**src/rtl/cnn_pkg.sv**
```systemverilog
// Shared constants and types for the CNN result collector.
package cnn_pkg;

   localparam int CNN_WIDTH  = 9;
   localparam int Y_W        = 2 * CNN_WIDTH;
   localparam int N_CELLS    = 16;
   localparam int ONE_Q8     = 256;
   localparam int NEG_ONE_Q8 = -256;

   typedef enum logic [1:0] {
      IDLE   = 2'd0,
      SETTLE = 2'd1,
      SEND   = 2'd2
   } state_t;

endpackage

```
**src/rtl/cnn_stability_detector.sv**
```systemverilog
// Tracks the 16 array outputs in a snapshot register and counts consecutive
// unchanged cycles; asserts stable once the count reaches STABLE_CYCLES.
module cnn_stability_detector
   import cnn_pkg::*;
#(
   parameter int WIDTH         = 9,
   parameter int STABLE_CYCLES = 8
) (
   input  logic                         clk,
   input  logic                         rst_n,
   input  logic                         load,
   input  logic                         track,
   input  logic [N_CELLS*2*WIDTH-1:0]   y_in,
   output logic [N_CELLS*2*WIDTH-1:0]   snapshot,
   output logic [N_CELLS*2*WIDTH-1:0]   snap_next,
   output logic                         stable
);

   localparam int TOT = N_CELLS * 2 * WIDTH;
   localparam int SW  = $clog2(STABLE_CYCLES + 1);
   localparam logic [SW-1:0] STABLE_MAX = SW'(STABLE_CYCLES);

   logic [TOT-1:0] snap_r;
   logic [SW-1:0]  stable_cnt_r;
   logic [SW-1:0]  stable_cnt_next_s;
   logic           same_s;

   // Next snapshot and saturating stable count
   always_comb begin
      same_s            = (y_in == snap_r);
      snap_next         = snap_r;
      stable_cnt_next_s = stable_cnt_r;
      if (load) begin
         snap_next         = y_in;
         stable_cnt_next_s = {SW{1'b0}};
      end else if (track) begin
         if (same_s) begin
            if (stable_cnt_r != STABLE_MAX) begin
               stable_cnt_next_s = stable_cnt_r + {{(SW-1){1'b0}}, 1'b1};
            end else begin
               stable_cnt_next_s = stable_cnt_r;
            end
         end else begin
            snap_next         = y_in;
            stable_cnt_next_s = {SW{1'b0}};
         end
      end else begin
         snap_next         = snap_r;
         stable_cnt_next_s = stable_cnt_r;
      end
   end

   // Snapshot and counter registers
   always_ff @(posedge clk) begin
      if (!rst_n) begin
         snap_r       <= {TOT{1'b0}};
         stable_cnt_r <= {SW{1'b0}};
      end else begin
         snap_r       <= snap_next;
         stable_cnt_r <= stable_cnt_next_s;
      end
   end

   assign snapshot = snap_r;
   assign stable   = (stable_cnt_r >= STABLE_MAX);

endmodule

```
**src/rtl/cnn_result_collector.sv**
```systemverilog
// Waits for the 4x4 array outputs to settle (or time out), then streams the
// 16 snapshot words over valid/ready. CNN_COLLECT_BINARIZE_EN sign-quantizes out_data.
module cnn_result_collector
   import cnn_pkg::*;
#(
   parameter int WIDTH         = 9,
   parameter int STABLE_CYCLES = 8,
   parameter int MAX_CYCLES    = 1023
) (
   input  logic                         clk,
   input  logic                         rst_n,
   input  logic                         start,
   input  logic [N_CELLS*2*WIDTH-1:0]   y_in,
   output logic                         out_valid,
   input  logic                         out_ready,
   output logic [2*WIDTH-1:0]           out_data,
   output logic [3:0]                   out_idx,
   output logic                         out_last,
   output logic                         busy,
   output logic                         timed_out
);

   localparam int YW  = 2 * WIDTH;
   localparam int TOT = N_CELLS * YW;
   localparam int CW  = $clog2(MAX_CYCLES + 1);
   localparam logic [CW-1:0] CYC_MAX   = CW'(MAX_CYCLES);
   localparam logic [CW-1:0] CYC_LIMIT = CW'(MAX_CYCLES - 1);
   localparam logic [YW-1:0] ONE_W     = YW'(ONE_Q8);
   localparam logic [YW-1:0] NEG_ONE_W = YW'(NEG_ONE_Q8);

   state_t          state_r;
   state_t          next_s;
   logic [CW-1:0]   cycle_cnt_r;
   logic [TOT-1:0]  snapshot_s;
   logic [TOT-1:0]  snap_next_s;
   logic            stable_s;
   logic            timeout_s;
   logic            xfer_s;
   logic [3:0]      idx_inc_s;
   logic            valid_r;
   logic [YW-1:0]   data_r;
   logic [3:0]      idx_r;
   logic            last_r;
   logic            busy_r;
   logic            timed_out_r;

   function automatic logic [YW-1:0] cell_word(input logic [TOT-1:0] v, input logic [3:0] k);
      logic [YW-1:0] w;
      w = v[int'(k)*YW +: YW];
`ifdef CNN_COLLECT_BINARIZE_EN
      return w[YW-1] ? NEG_ONE_W : ONE_W;
`else
      return w;
`endif
   endfunction

   cnn_stability_detector #(
      .WIDTH         (WIDTH),
      .STABLE_CYCLES (STABLE_CYCLES)
   ) u_detect (
      .clk       (clk),
      .rst_n     (rst_n),
      .load      ((state_r == IDLE) && start),
      .track     (state_r == SETTLE),
      .y_in      (y_in),
      .snapshot  (snapshot_s),
      .snap_next (snap_next_s),
      .stable    (stable_s)
   );

   assign timeout_s = (state_r == SETTLE) && (cycle_cnt_r >= CYC_LIMIT);
   assign xfer_s    = valid_r && out_ready;
   assign idx_inc_s = idx_r + 4'd1;

   // State register
   always_ff @(posedge clk) begin
      if (!rst_n) begin
         state_r <= IDLE;
      end else begin
         state_r <= next_s;
      end
   end

   // Next-state logic; convergence takes priority over timeout
   always_comb begin
      next_s = state_r;
      case (state_r)
         IDLE: begin
            if (start) next_s = SETTLE;
            else       next_s = IDLE;
         end
         SETTLE: begin
            if (stable_s || timeout_s) next_s = SEND;
            else                       next_s = SETTLE;
         end
         SEND: begin
            if (xfer_s && (idx_r == 4'd15)) next_s = IDLE;
            else                            next_s = SEND;
         end
         default: next_s = IDLE;
      endcase
   end

   // Timeout counter, status flags and output word registers
   always_ff @(posedge clk) begin
      if (!rst_n) begin
         cycle_cnt_r <= {CW{1'b0}};
         valid_r     <= 1'b0;
         data_r      <= {YW{1'b0}};
         idx_r       <= 4'd0;
         last_r      <= 1'b0;
         busy_r      <= 1'b0;
         timed_out_r <= 1'b0;
      end else begin
         busy_r <= (next_s != IDLE);
         case (state_r)
            IDLE: begin
               if (start) begin
                  cycle_cnt_r <= {CW{1'b0}};
                  timed_out_r <= 1'b0;
               end
            end
            SETTLE: begin
               if (cycle_cnt_r != CYC_MAX) begin
                  cycle_cnt_r <= cycle_cnt_r + {{(CW-1){1'b0}}, 1'b1};
               end
               if (stable_s || timeout_s) begin
                  timed_out_r <= !stable_s;
                  valid_r     <= 1'b1;
                  idx_r       <= 4'd0;
                  last_r      <= 1'b0;
                  data_r      <= cell_word(snap_next_s, 4'd0);
               end
            end
            SEND: begin
               if (xfer_s) begin
                  if (idx_r == 4'd15) begin
                     valid_r <= 1'b0;
                     idx_r   <= 4'd0;
                     last_r  <= 1'b0;
                     data_r  <= {YW{1'b0}};
                  end else begin
                     idx_r  <= idx_inc_s;
                     last_r <= (idx_inc_s == 4'd15);
                     data_r <= cell_word(snapshot_s, idx_inc_s);
                  end
               end
            end
            default: begin
               valid_r <= 1'b0;
               idx_r   <= 4'd0;
               last_r  <= 1'b0;
               data_r  <= {YW{1'b0}};
            end
         endcase
      end
   end

   assign out_valid = valid_r;
   assign out_data  = data_r;
   assign out_idx   = idx_r;
   assign out_last  = last_r;
   assign busy      = busy_r;
   assign timed_out = timed_out_r;

endmodule

```
**config.mk**
```make
export PLATFORM = sky130hd
export DESIGN_NAME = cnn_result_collector
export DESIGN_NICKNAME = d
export VERILOG_FILES = /design/src/rtl/cnn_pkg.sv /design/src/rtl/cnn_stability_detector.sv /design/src/rtl/cnn_result_collector.sv
export SDC_FILE = /design/constraint.sdc
export NUM_CORES = 1
export LEC_CHECK = 0
export CORE_ASPECT_RATIO = 0.6
export CORE_MARGIN = 2
export CORE_UTILIZATION = 49
export DETAILED_ROUTE_END_ITERATION = 8
export GPL_TIMING_DRIVEN = 0
export PLACE_DENSITY = 0.78
export SLEW_MARGIN = 0
export SYNTH_ARGS = -nofsm -noshare
export SYNTH_HDL_FRONTEND = slang
export SYNTH_SLANG_ARGS = --single-unit
```
**constraint.sdc**
```tcl
create_clock -name clk -period 3.7 [get_ports clk]
set_input_delay 1.11 -clock clk [delete_from_list [all_inputs] [get_ports clk]]
set_output_delay 1.11 -clock clk [all_outputs]
set_load 0.05 [all_outputs]
```
==> results.toml, run 1 <==
[status]
status = "finished with violations"
violations = "negative setup slack"

[cts]
root_buffer = "clkbuf_16"
clk_latency_ns = 0.54
clk_pin_slew_ns = 0.06
cts_buffer_depth = 3
cts_tree = "yes"
cts-buffers-inserted = 35
h-tree-depth = 2
ctsHoldBuffers = 0
cts.sinks = 330

[synthesis]
yosysWarningCount = 0
synth_edf_count = 0
syn_nets = 2277
netlist_area_um2 = 18900
ys_async_sr_fraction_pct = 0
synth-seq-area-share_pct = 34.9
synthCells = 1975
synth_top_area_share_pct = 34.9
ys_ff_latch = 330
syn_area_per_cell_um2 = 9.57
ys.flop_type = "dfxtp_1"
synth.distinct_cells = 48
synth_largest_area_cell = "dfxtp_1"
ys_top_cells_by_area = "dfxtp_1 (35%), mux2i_1 (15%), xor2_1 (14%)"

[route]
drc = 0
drt-initial-drc-count = 2937
ant_nets = 0
vias = 18400
routed_wl_mm = 95.1
routedWlPerCell_um = 32.8
avgViaCountPerCell = 6.34
first_pass_iters = 8

[global_route]
grt_antenna_before_repair = 7
grt_pass1_wl_mm = 124
grt.overflow.total = 0
grt_max_degree = 14
grt_pass1_vias = 16700
grt_use_total_pct = 44.3

[setup_path]
crit_path_frequent_cell = "clkbuf_16"
cp-start-kind = "primary input"
cp.required_ns = 4.16
critPathMaxFanout = 10
cp_slowest_cell = "clkdlybuf4s50_1"
criticalPathCategory = "primary input to flip-flop"
cp_cell_sequence = "clkdlybuf4s50_1, xor2_1, nor4_1, nand4_1, nor4_4, nand3_4, o2bb2ai_4, buf_4, clkbuf_16, clkbuf_16, buf_12, mux2i_1"
crit_path_end_kind = "flip-flop"
critPathArrivalTime_ns = 4.29
worst_path_largest_cell_delay_ns = 0.50

[timing]
setup_violations = 244
worstMarginPinSlew_ns = 1.14
final_hold_viol_count = 0
maxSlewViolCount = 0
fin_crit_ns = 3.84
slew_headroom_pct = 24.1
skew_ns = 0.0127
setup_tns_ns = -13.17
layout_setup_ws_ns = -0.136
post-route-period-util_pct = 104
fmax_mhz = 261

[pwr]
p_per_area_nw_per_um2 = 430
p_leak_nw = 10.9
irDropWorstVdd_mv = 0.359

[place]
dpl_cell_area_um2 = 22700
dp_hpwl_mm = 74.2
place_congestion = 1.05
portBuffers = 317
dp_cells = 2805
pre_cts_slack_ns = -1.50

[floorplan]
start_util_pct = 50.0
die_y_um = 156
die_area_um2 = 40200
die_w_um = 258
rows = 55
core_area_um2 = 37800
pin_count = 318

[finish]
instances_no_fill = 2904
drive_above_1_share_pct = 12.8
fillerInstances = 2947
finish.utilization_pct = 67.5
syn_to_final_growth_pct = 35.0
seqCellArea_um2 = 6610
fin_nets = 2667
multi_input_area_um2 = 12100
design_area_um2 = 25500

[hold_path]
holdCritPathClass = "flip-flop to flip-flop"

[run]
cap_violations = 0
==> worst max-delay path, delay by kind of cell <==
kind | cells | cell delay (ns)
buf+inv | 5 | 1.21
compound gates | 1 | 0.18
simple gates | 4 | 1.25
mux | 1 | 0.22
xor+xnor | 1 | 0.30
==> cell type report <==
| class | count | share of cell area, % |
|---|---|---|
| clock inverters | 12 | 0.627 |
| diodes | 1 | 0.00980 |
| clock buffers | 50 | 4.09 |
| repair buffers | 355 | 15.4 |
| plain buffers | 127 | 4.02 |
| well taps | 513 | 2.51 |
| inverters | 10 | 0.147 |
| flip-flops and latches | 330 | 25.9 |
| multi-input cells | 1506 | 47.3 |
==> cell families (layout without fill, tap and decap cells) <==
family | Yosys count | count (layout) | synth area share [%]
AND/OR/NAND/NOR | 753 | 753 | 16.9
multiplexers | 380 | 380 | 26.0
flip-flops | 330 | 330 | 34.9
XOR/XNOR | 299 | 299 | 13.9
buffers and inverters | 139 | 554 | 4.98
AO/OA/AOI/OAI | 64 | 64 | 2.63
adder cells (fa/ha/maj) | 10 | 10 | 0.662
other | 0 | 1 | 0
==> path summary, 6_finish.rpt <==
check / from / endpoint / slack [ns] / cells past startpoint
worst max-delay path: y_in[189] / u_detect.snapshot[68] / -0.14 / 12
worst min-delay path: u_detect.snapshot[95] / u_detect.snapshot[95] / 0.49 / 2
worst max register to register: out_idx[0] / out_data[8] / 0.11 / 11
worst min register to register: u_detect.snapshot[95] / u_detect.snapshot[95] / 0.49 / 2
==> cells in the final DEF, fill, tap and decap left out, types with 15 or more instances in the layout <==
cell type and instances:
buf_4 15, xor2_2 16, nor4_2 20, a22o_1 17
dlymetal6s2s_1 22, clkbuf_1 82, nor2b_1 21, a22oi_1 18
mux2i_1 284, dfxtp_1 329, mux4_2 89, clkdlybuf4s50_1 293
buf_12 24, xor2_1 274, nor4_4 22, nand4_1 20
nor4_1 34, nor2_1 16, clkbuf_16 60, nand2_1 590
==> state kept, by name, indices dropped and copies added, names as in the netlist <==
| register | count |
|---|---|
| timed_out | 1 |
| state_r | 2 |
| out_idx | 4 |
| u_detect.snapshot | 288 |
| cycle_cnt_r | 10 |
| out_valid | 1 |
| u_detect.stable_cnt_r | 4 |
| busy | 1 |
| out_data | 18 |
| out_last | 1 |
==> routing by layer <==
| metal | part of all wire, % | global-route usage (%) |
|---|---|---|
| met2 | 39 | 61.2 |
| met5 | 0.24 | 0 |
| met1 | 40 | 63.0 |
| met4 | 3.4 | 13.4 |
| met3 | 17 | 17.5 |
==> cells in the mapped netlist (all sizes together) (2+ instances only) <==
master and count:
a21oi 7, nor2 17, a32o 2, a21boi 3, or3 2, inv 10
and4 2, a22oi 18, mux2i 290, nand2 590, and3 3, nor3 7
o41ai 2, nand2b 2, xnor2 4, nand4 20, nor2b 21, mux4 89
buf 48, a22o 17, ha 10, xor2 295, clkbuf 81, a31oi 2
nor4 76, nand3 7, dfxtp 330, o21ai 4, and2 5
==> where the power goes <==
part,switching [mW],internal [mW],total (mW),leakage [nW]
Combinational,1.67,1.25,2.92,7.59
Clock,1.60,2.25,3.85,0.601
Sequential,0.357,3.85,4.21,2.72
Total,3.63,7.35,11.0,10.9
==> what timing repair did <==
action                                  CTS  global route
endpoints found under the hold margin     0             0
gates resized for setup                  65            95
gates cloned                              0            25
buffers inserted                          2            11
endpoints found under the setup margin  311           293
pin swaps                                17            26
==> through the flow <==
step / hold slack (ns) / power [mW]
4_1_cts: 0.488 / 10.4
5_1_grt: 0.510 / 11.1
3_3_place_gp: 0.456 / 6.58
6_report: 0.490 / 11.0
3_5_place_dp: 0.473 / 6.62
2_1_floorplan: 0.459 / 5.37
No activity file was read; power rests on OpenSTA's default activity.
==> run 2: changes to the inputs <==
SLEW_MARGIN = unset   (was 0)
==> results of run 2 <==
Same layout as run 1: the final DEF is identical, and so are final timing and power.
